**config.mk**
```make
export PLATFORM = sky130hd
export DESIGN_NAME = tiro_nave
export DESIGN_NICKNAME = d
export VERILOG_FILES = /design/src/rtl/tiro_nave.sv
export SDC_FILE = /design/constraint.sdc
export NUM_CORES = 1
export LEC_CHECK = 0
export BUFFER_PORTS_ARGS = -buffer_cell sky130_fd_sc_hd__buf_4
export CAP_MARGIN = 20
export CORE_ASPECT_RATIO = 0.75
export CORE_UTILIZATION = 51
export CTS_CLUSTER_DIAMETER = 150
export DETAILED_ROUTE_END_ITERATION = 6
export PLACE_DENSITY = 0.77
export SLEW_MARGIN = 15
export SYNTH_ARGS = -nofsm -noshare
export SYNTH_HDL_FRONTEND = slang
export SYNTH_SLANG_ARGS = --single-unit
```
**constraint.sdc**
```tcl
create_clock -name CLOCK_50 -period 2.62 [get_ports CLOCK_50]
set_input_delay 0.131 -clock CLOCK_50 [delete_from_list [all_inputs] [get_ports CLOCK_50]]
set_output_delay 0.131 -clock CLOCK_50 [all_outputs]
set_load 0.005 [all_outputs]
```
**src/rtl/tiro_nave.sv**
```systemverilog
// Player-ship shot controller: launches on a fire edge, climbs one STEP per
// movement tick, reports enemy hits and parks the sprite off-screen when idle.
module tiro_nave #(
  parameter int TICK_DIV = 50000,
  parameter int STEP     = 2,
  parameter int COOLDOWN = 20,
  parameter int NAVE_W   = 45,
  parameter int NAVE_H   = 51,
  parameter int INIM_W   = 40,
  parameter int INIM_H   = 32
) (
  input  logic       CLOCK_50,
  input  logic       reset,
  input  logic       pausa,
  input  logic       reiniciarJogo,
  input  logic       disparo,
  input  logic [9:0] x_nave,
  input  logic [9:0] y_nave,
  input  logic [9:0] x_inimigo,
  input  logic [9:0] y_inimigo,
  input  logic       inimigo_vivo,
  output logic [9:0] x,
  output logic [9:0] y,
  output logic       ativo,
  output logic       acertou,
  output logic [7:0] pontos
);

  localparam int CW = (TICK_DIV > 1) ? $clog2(TICK_DIV) : 1;
  localparam int KW = (COOLDOWN > 0) ? $clog2(COOLDOWN + 1) : 1;
  localparam logic [9:0] PARK = 10'd1000;

  typedef enum logic [1:0] {PRONTO, VOO, RECARGA} estado_t;

  estado_t       estado_reg;
  logic [CW-1:0] tick_cnt_reg;
  logic [KW-1:0] cooldown_reg;
  logic          disparo_q_reg;
  logic [9:0]    x_reg, y_reg;
  logic          ativo_reg, acertou_reg;
  logic [7:0]    pontos_reg;

  logic tick, fire, hit, top_exit;
  logic [10:0] x_ext, y_ext, xi_lo, xi_hi, yi_lo, yi_hi;

  assign tick = ~pausa && (tick_cnt_reg == CW'(TICK_DIV - 1));
  assign fire = disparo & ~disparo_q_reg;

  // Bounding-box sums are one bit wider so an enemy near 1023 cannot wrap.
  assign x_ext = {1'b0, x_reg};
  assign y_ext = {1'b0, y_reg};
  assign xi_lo = {1'b0, x_inimigo};
  assign yi_lo = {1'b0, y_inimigo};
  assign xi_hi = xi_lo + 11'(INIM_W);
  assign yi_hi = yi_lo + 11'(INIM_H);
  assign hit   = inimigo_vivo && (x_ext >= xi_lo) && (x_ext <= xi_hi)
                 && (y_ext >= yi_lo) && (y_ext <= yi_hi);
  assign top_exit = (y_reg < 10'(STEP));

  always_ff @(posedge CLOCK_50 or negedge reset) begin
    if (!reset) begin
      estado_reg    <= PRONTO;
      tick_cnt_reg  <= '0;
      cooldown_reg  <= '0;
      disparo_q_reg <= 1'b0;
      x_reg         <= PARK;
      y_reg         <= PARK;
      ativo_reg     <= 1'b0;
      acertou_reg   <= 1'b0;
      pontos_reg    <= '0;
    end else if (reiniciarJogo) begin
      estado_reg    <= PRONTO;
      tick_cnt_reg  <= '0;
      cooldown_reg  <= '0;
      disparo_q_reg <= 1'b0;
      x_reg         <= PARK;
      y_reg         <= PARK;
      ativo_reg     <= 1'b0;
      acertou_reg   <= 1'b0;
      pontos_reg    <= '0;
    end else begin
      disparo_q_reg <= disparo;
      acertou_reg   <= 1'b0;
      if (!pausa) begin
        tick_cnt_reg <= tick ? '0 : tick_cnt_reg + 1'b1;
        case (estado_reg)
          PRONTO: begin
            // A ship at the very top has no room above it to spawn a shot.
            if (fire && (y_nave != 10'd0)) begin
              x_reg      <= x_nave + 10'(NAVE_W / 2);
              y_reg      <= y_nave - 10'd1;
              ativo_reg  <= 1'b1;
              estado_reg <= VOO;
            end
          end
          VOO: begin
            if (tick) begin
              if (hit || top_exit) begin
                x_reg        <= PARK;
                y_reg        <= PARK;
                ativo_reg    <= 1'b0;
                cooldown_reg <= KW'(COOLDOWN);
                estado_reg   <= RECARGA;
                if (hit) begin
                  acertou_reg <= 1'b1;
                  if (pontos_reg != 8'hFF)
                    pontos_reg <= pontos_reg + 8'd1;
                end
              end else begin
                y_reg <= y_reg - 10'(STEP);
              end
            end
          end
          RECARGA: begin
            if (tick) begin
              cooldown_reg <= cooldown_reg - 1'b1;
              if (cooldown_reg <= KW'(1))
                estado_reg <= PRONTO;
            end
          end
          default: estado_reg <= PRONTO;
        endcase
      end
    end
  end

  assign x       = x_reg;
  assign y       = y_reg;
  assign ativo   = ativo_reg;
  assign acertou = acertou_reg;
  assign pontos  = pontos_reg;

endmodule

```
* Word-level counts from Yosys, hierarchy flattened
Cells that the tools add are included.
** Storage, ports and cells
- Flip-flop bits (word level) :: 54
- Input port bits :: 46
- Output and inout port bits :: 30
- Word-level logic and storage cells :: 106
** Cells by class
- Add/sub/neg operators :: 8
- $lt $le $gt $ge :: 6
- Equality and inequality tests :: 10
- Multiplexer cells :: 49
- Bitwise logic cells :: 3
- Reductions and logical operators :: 21
** Operator list (count)
- $mux W10 :: 10
- $mux W8 :: 7
- $mux W16 :: 3
- $pmux W10 S2 :: 2
- $mux W5 :: 5
- $add A10 B6 Y11 const B :: 2
- $le A10 B11 Y1 :: 2
- $ge A10 B10 Y1 :: 2
- $add A16 B1 Y16 const B :: 1
- $eq A16 B16 Y1 const B :: 1
- $ne A3 B3 Y1 const B :: 5
- $mux W2 :: 7
- $mux W1 :: 12
- $reduce_and A6 Y1 :: 2
- $add A10 B5 Y10 const B :: 1
- $lt A10 B2 Y1 const B :: 1
- $pmux W5 S2 :: 1
- $reduce_and A5 Y1 :: 2
- $reduce_bool A10 Y1 :: 1
- $reduce_bool A2 Y1 :: 5
- $sub A10 B1 Y10 const B :: 1
- $sub A10 B2 Y10 const B :: 1
- $add A8 B1 Y8 const B :: 1
- $ne A8 B8 Y1 const B :: 1
- other kinds (14) :: 21

* Longest topological paths before layout
- Depth after elaboration :: 11
- Mapped depth :: 12
- Depth with buffers taken out :: 11

* Worst setup path before layout
Ideal clock, no wire load.
- Path kind :: reg2reg
- From :: register y_reg[5], in the netlist y[5]
- To :: register y_reg[4], in the netlist y[4]
- Setup time :: 0.124 ns
- Arrival :: 2.629 ns
- Required time :: 2.496 ns
- Path slack :: -0.133 ns
- Cell stages (with the launch flop) :: 10
- Buffers on the path :: 1
- Period minus slack after synthesis :: 2.753 ns
- Path through :: dfstp_2 -> ha_1 -> nand4b_1 -> or4_1 -> and3_1 -> a211oi_2 -> and3_1 -> buf_2 -> o31ai_1 -> a211o_1
** On the way
- Cells in the longest elaborated chain, start to end :: 9
- Elaborated cells on any way between the ends :: 11
- Classes of those cells :: order compare: 3; mux: 5; reduce/logical: 3
** Ends and longest elaborated chain
- start: declaration :: RTL line 39 : logic [9:0] x_reg, y_reg;
- start signal: assignment :: RTL line 91 : y_reg <= y_nave - 10'd1;
- start signal: assignment :: RTL line 110 : y_reg <= y_reg - 10'(STEP);
- $ge A10 B10 Y1 :: RTL line 57 : && (y_ext >= yi_lo) && (y_ext <= yi_hi);
- $logic_and A1 B1 Y1 (2 in series) :: RTL line 57
- $logic_or A1 B1 Y1 * :: RTL line 98 : if (hit || top_exit) begin
- $mux W10 * :: RTL line 98
- $mux W10 * :: RTL line 97 : if (tick) begin
- $pmux W10 S2 * :: RTL line 86 : case (estado_reg)
- $mux W10 * :: RTL line 84 : if (!pausa) begin
- $mux W10 * :: RTL line 71 : end else if (reiniciarJogo) begin
Every way passes the cells marked *; elsewhere a longest branch is shown, timed or not. The select of a mux whose other input is x is not followed.
A chain may end at the register's enable or synchronous reset.

* Worst setup path after layout
Same ends and word-level chain as after synthesis.

==> qor.yml <==
placement:
  place_area_sq_um: 5120
  dp_cells: 698
  portBuffers: 75
  gp_congestion: 0.937
  dpl.hpwl_mm: 8.48
  dp_slack_ps: -499
worst_setup_path:
  cp_max_fo: 3
  cp_data_arrival_time_ps: 3100
  cp-end-kind: "flip-flop"
  setup.worst_path.start_class: "flip-flop"
  setup.worst_path.class: "flip-flop to flip-flop"
  max_stage_delay_ps: 560
  worst_path_max_delay_cell: "dfstp_2"
  cp_cell_sequence: "ha_4 -> nand4b_1 -> or4_1 -> and3_4 -> a211oi_4 -> buf_4 -> and3_4 -> buf_4 -> o31ai_2 -> a211o_1"
  crit_required_ps: 2820
cells_and_area:
  drive_above_1_share: 0.310
  n_antenna_cell: 0
  final_cell_area_sq_um: 5560
  fillers: 607
  final_cells: 715
  syn_to_final_growth_pct: 34.5
  largest_register_ffs: 16
  nNetsFinal: 696
sta:
  worstMarginPinSlew_ps: 883
  final-hold-violation-count: 0
  finalSetupViolations: 37
  min_period_ps: 2900
  fmax_ghz: 0.345
  slew_headroom: 0.412
  setup-tns-final_ps: -7850
  fin_crit_sh: 1.11
  rsz0062_at_grt: "yes"
  setup_ws_ps: -281
  skew_ps: 11.6
  drv_slew: 0
clock_tree:
  cts_num_sinks: 54
  cts_root_buf: "clkbuf_8"
  cts.clk_slew.worst_paths_ps: 100
  cts_buffer_depth: 2
  cts_buffers: 5
  worstSkewPairLatency_ps: 320
  htree_num_levels: 2
  tritoncts: "yes"
grt:
  antenna_found_initial: 0
  grt-ovfl-total: 0
  grt_pass1_wl_mm: 19.0
  grtUsageTotal: 0.285
  grt_max_degree: 55
  grt_pass1_vias: 3989
power:
  p_leak_nw: 2.51
  powerDensity_nw_per_um2: 638
  irDropWorstVdd_mv: 0.321
status:
  status: "complete, but fails checks"
  violations: "setup timing"
synthesis:
  synth_area_sq_um: 4130
  synth_compound_area_frac: 0.188
  yosysUniqueCellTypes: 65
  synth_most_common_cell: "nor2_1"
  synthTopCellsByCount: "45 x nor2_1, 43 x inv_1, 42 x dfrtp_1"
  synth_top_cell_by_area: "dfrtp_1"
  avgSynthCellArea_sq_um: 8.54
  synth_top_family_by_area: "simple AND/OR/NAND/NOR gates"
  synth-seq-cells: 54
  syn-num-nets: 571
  synth_async_sr_flop_share: 1.00
  yosysSeqAreaShare: 0.331
  ys.flop_type: "dfrtp_1"
  yosys.area_share.simple: 0.226
  synth_area_leaders: "dfrtp_1 25%, ha_1 12%, dfstp_2 7.6%"
  synth_mux_area_frac: 0.00242
  yosysWarnings: 0
  synth-xor-area-share: 0.0763
  yosys.area_share.adder: 0.124
  synth-edff-count: 0
  synth_top_area_frac: 0.254
  syn_inst: 484
routing:
  drtIter0Drc: 219
  drcViolationCount: 0
  antenna_left: 0
  wire_per_inst_um: 16.3
  vias: 4144
  drtPass1Iterations: 4
  drt-vias-per-instance: 5.80
  drt_wl_total_mm: 11.7
floorplan:
  boundaryPins: 76
  start_util: 0.524
  die_h_um: 80.0
  die_w_um: 106
  fp-row-count: 28
  fp.dieArea_sq_um: 8470
  coreArea_sq_um: 7880
hold_path:
  min_path_type: "input pin to flip-flop"
run:
  maxCapViolCount: 0
worst paths after layout:
path,depth (start not counted),slack [ps],endpoint,startpoint
min in group asynchronous,2,390,pontos[3]$_DFFE_PN0P_,reset
max in group asynchronous,2,1770,tick_cnt_reg[6]$_DFFE_PN0N_,reset
worst min-delay path,3,20,x[0]$_DFFE_PN0P_,x_nave[0]
worst max-delay path,10,-280,y[4]$_DFFE_PN0P_,y[5]$_DFFE_PN1P_
worst max register to register,10,-280,y[4]$_DFFE_PN0P_,y[5]$_DFFE_PN1P_
worst min register to register,1,530,tick_cnt_reg[0]$_DFFE_PN0N_,tick_cnt_reg[0]$_DFFE_PN0N_
what timing repair did:
action / 4_1_cts / 5_1_grt
setup buffers: 3 / 3
endpoints found under the hold margin: 42 / 0
hold buffers: 1 / 0
gates cloned: 2 / 0
pin swaps: 17 / 15
gates resized for setup: 38 / 18
endpoints found under the setup margin: 36 / 37
power breakdown:
group,internal [mW],leakage (nW),switching (mW),total (mW)
combinational,0.948,1.77,1.01,1.96
clock,0.191,0.0456,0.287,0.478
sequential,0.994,0.698,0.118,1.11
cells by family after synthesis:
group           Yosys count
flops                    54
xor+xnor                 36
fa+ha+maj                41
mux                       1
simple gates            181
compound gates          117
buf+inv                  54
critical path, delay by kind of cell (launching register included):
family                   cells  cell delay, ps
AO/OA/AOI/OAI                3             680
adder cells (fa/ha/maj)      1             200
buffers and inverters        2             330
flip-flops                   1             560
AND/OR/NAND/NOR              4            1020
layout by cell type, fill, tap and decap left out, types with 3 or more instances in the layout:
cell type and instances:
a211o_1 4, a211oi_1 3, a21o_1 5, a21oi_1 26
a21oi_2 6, a2bb2oi_2 7, and3_1 7, buf_4 114
buf_6 12, clkbuf_8 5, dfrtp_1 42, dfstp_2 12
ha_1 40, inv_1 43, nand2_1 38, nand2b_1 8
nand3_1 13, nand4_1 11, nor2_1 45, nor2b_1 5
nor3_1 13, nor4_1 4, o21ai_0 7, o21ai_1 10
o21ai_2 7, o22ai_2 4, o31ai_1 5, or3_1 6
or4_1 12, xnor2_1 19, xor2_1 17
layer usage:
metal / share of wire / GRT usage
met1: 0.46 / 0.389
met2: 0.47 / 0.465
met3: 0.047 / 0.0384
met4: 0.022 / 0.0972
met5: 0 / 0
metrics by stage:
| stage | hold WS, ps | utilization | power, mW |
|---|---|---|---|
| after floorplan | -165 | - | 2.00 |
| after global placement | 211 | 0.650 | 2.66 |
| after detailed placement | 220 | 0.650 | 2.73 |
| after CTS | 3.12 | 0.692 | 3.43 |
| after global routing | 7.81 | 0.705 | 3.78 |
| final | 15.1 | 0.705 | 3.55 |
layout make-up:
cell class,count,area (sq um),area share
multi-input cells,377,2810,0.505
clock buffers,6,72.6,0.0131
clock inverters,2,13.8,0.00248
flip-flops and latches,54,1370,0.246
repair buffers,127,1000,0.180
inverters,44,165,0.0297
well taps,105,131,0.0236
Power figures use the tool's default switching activity.
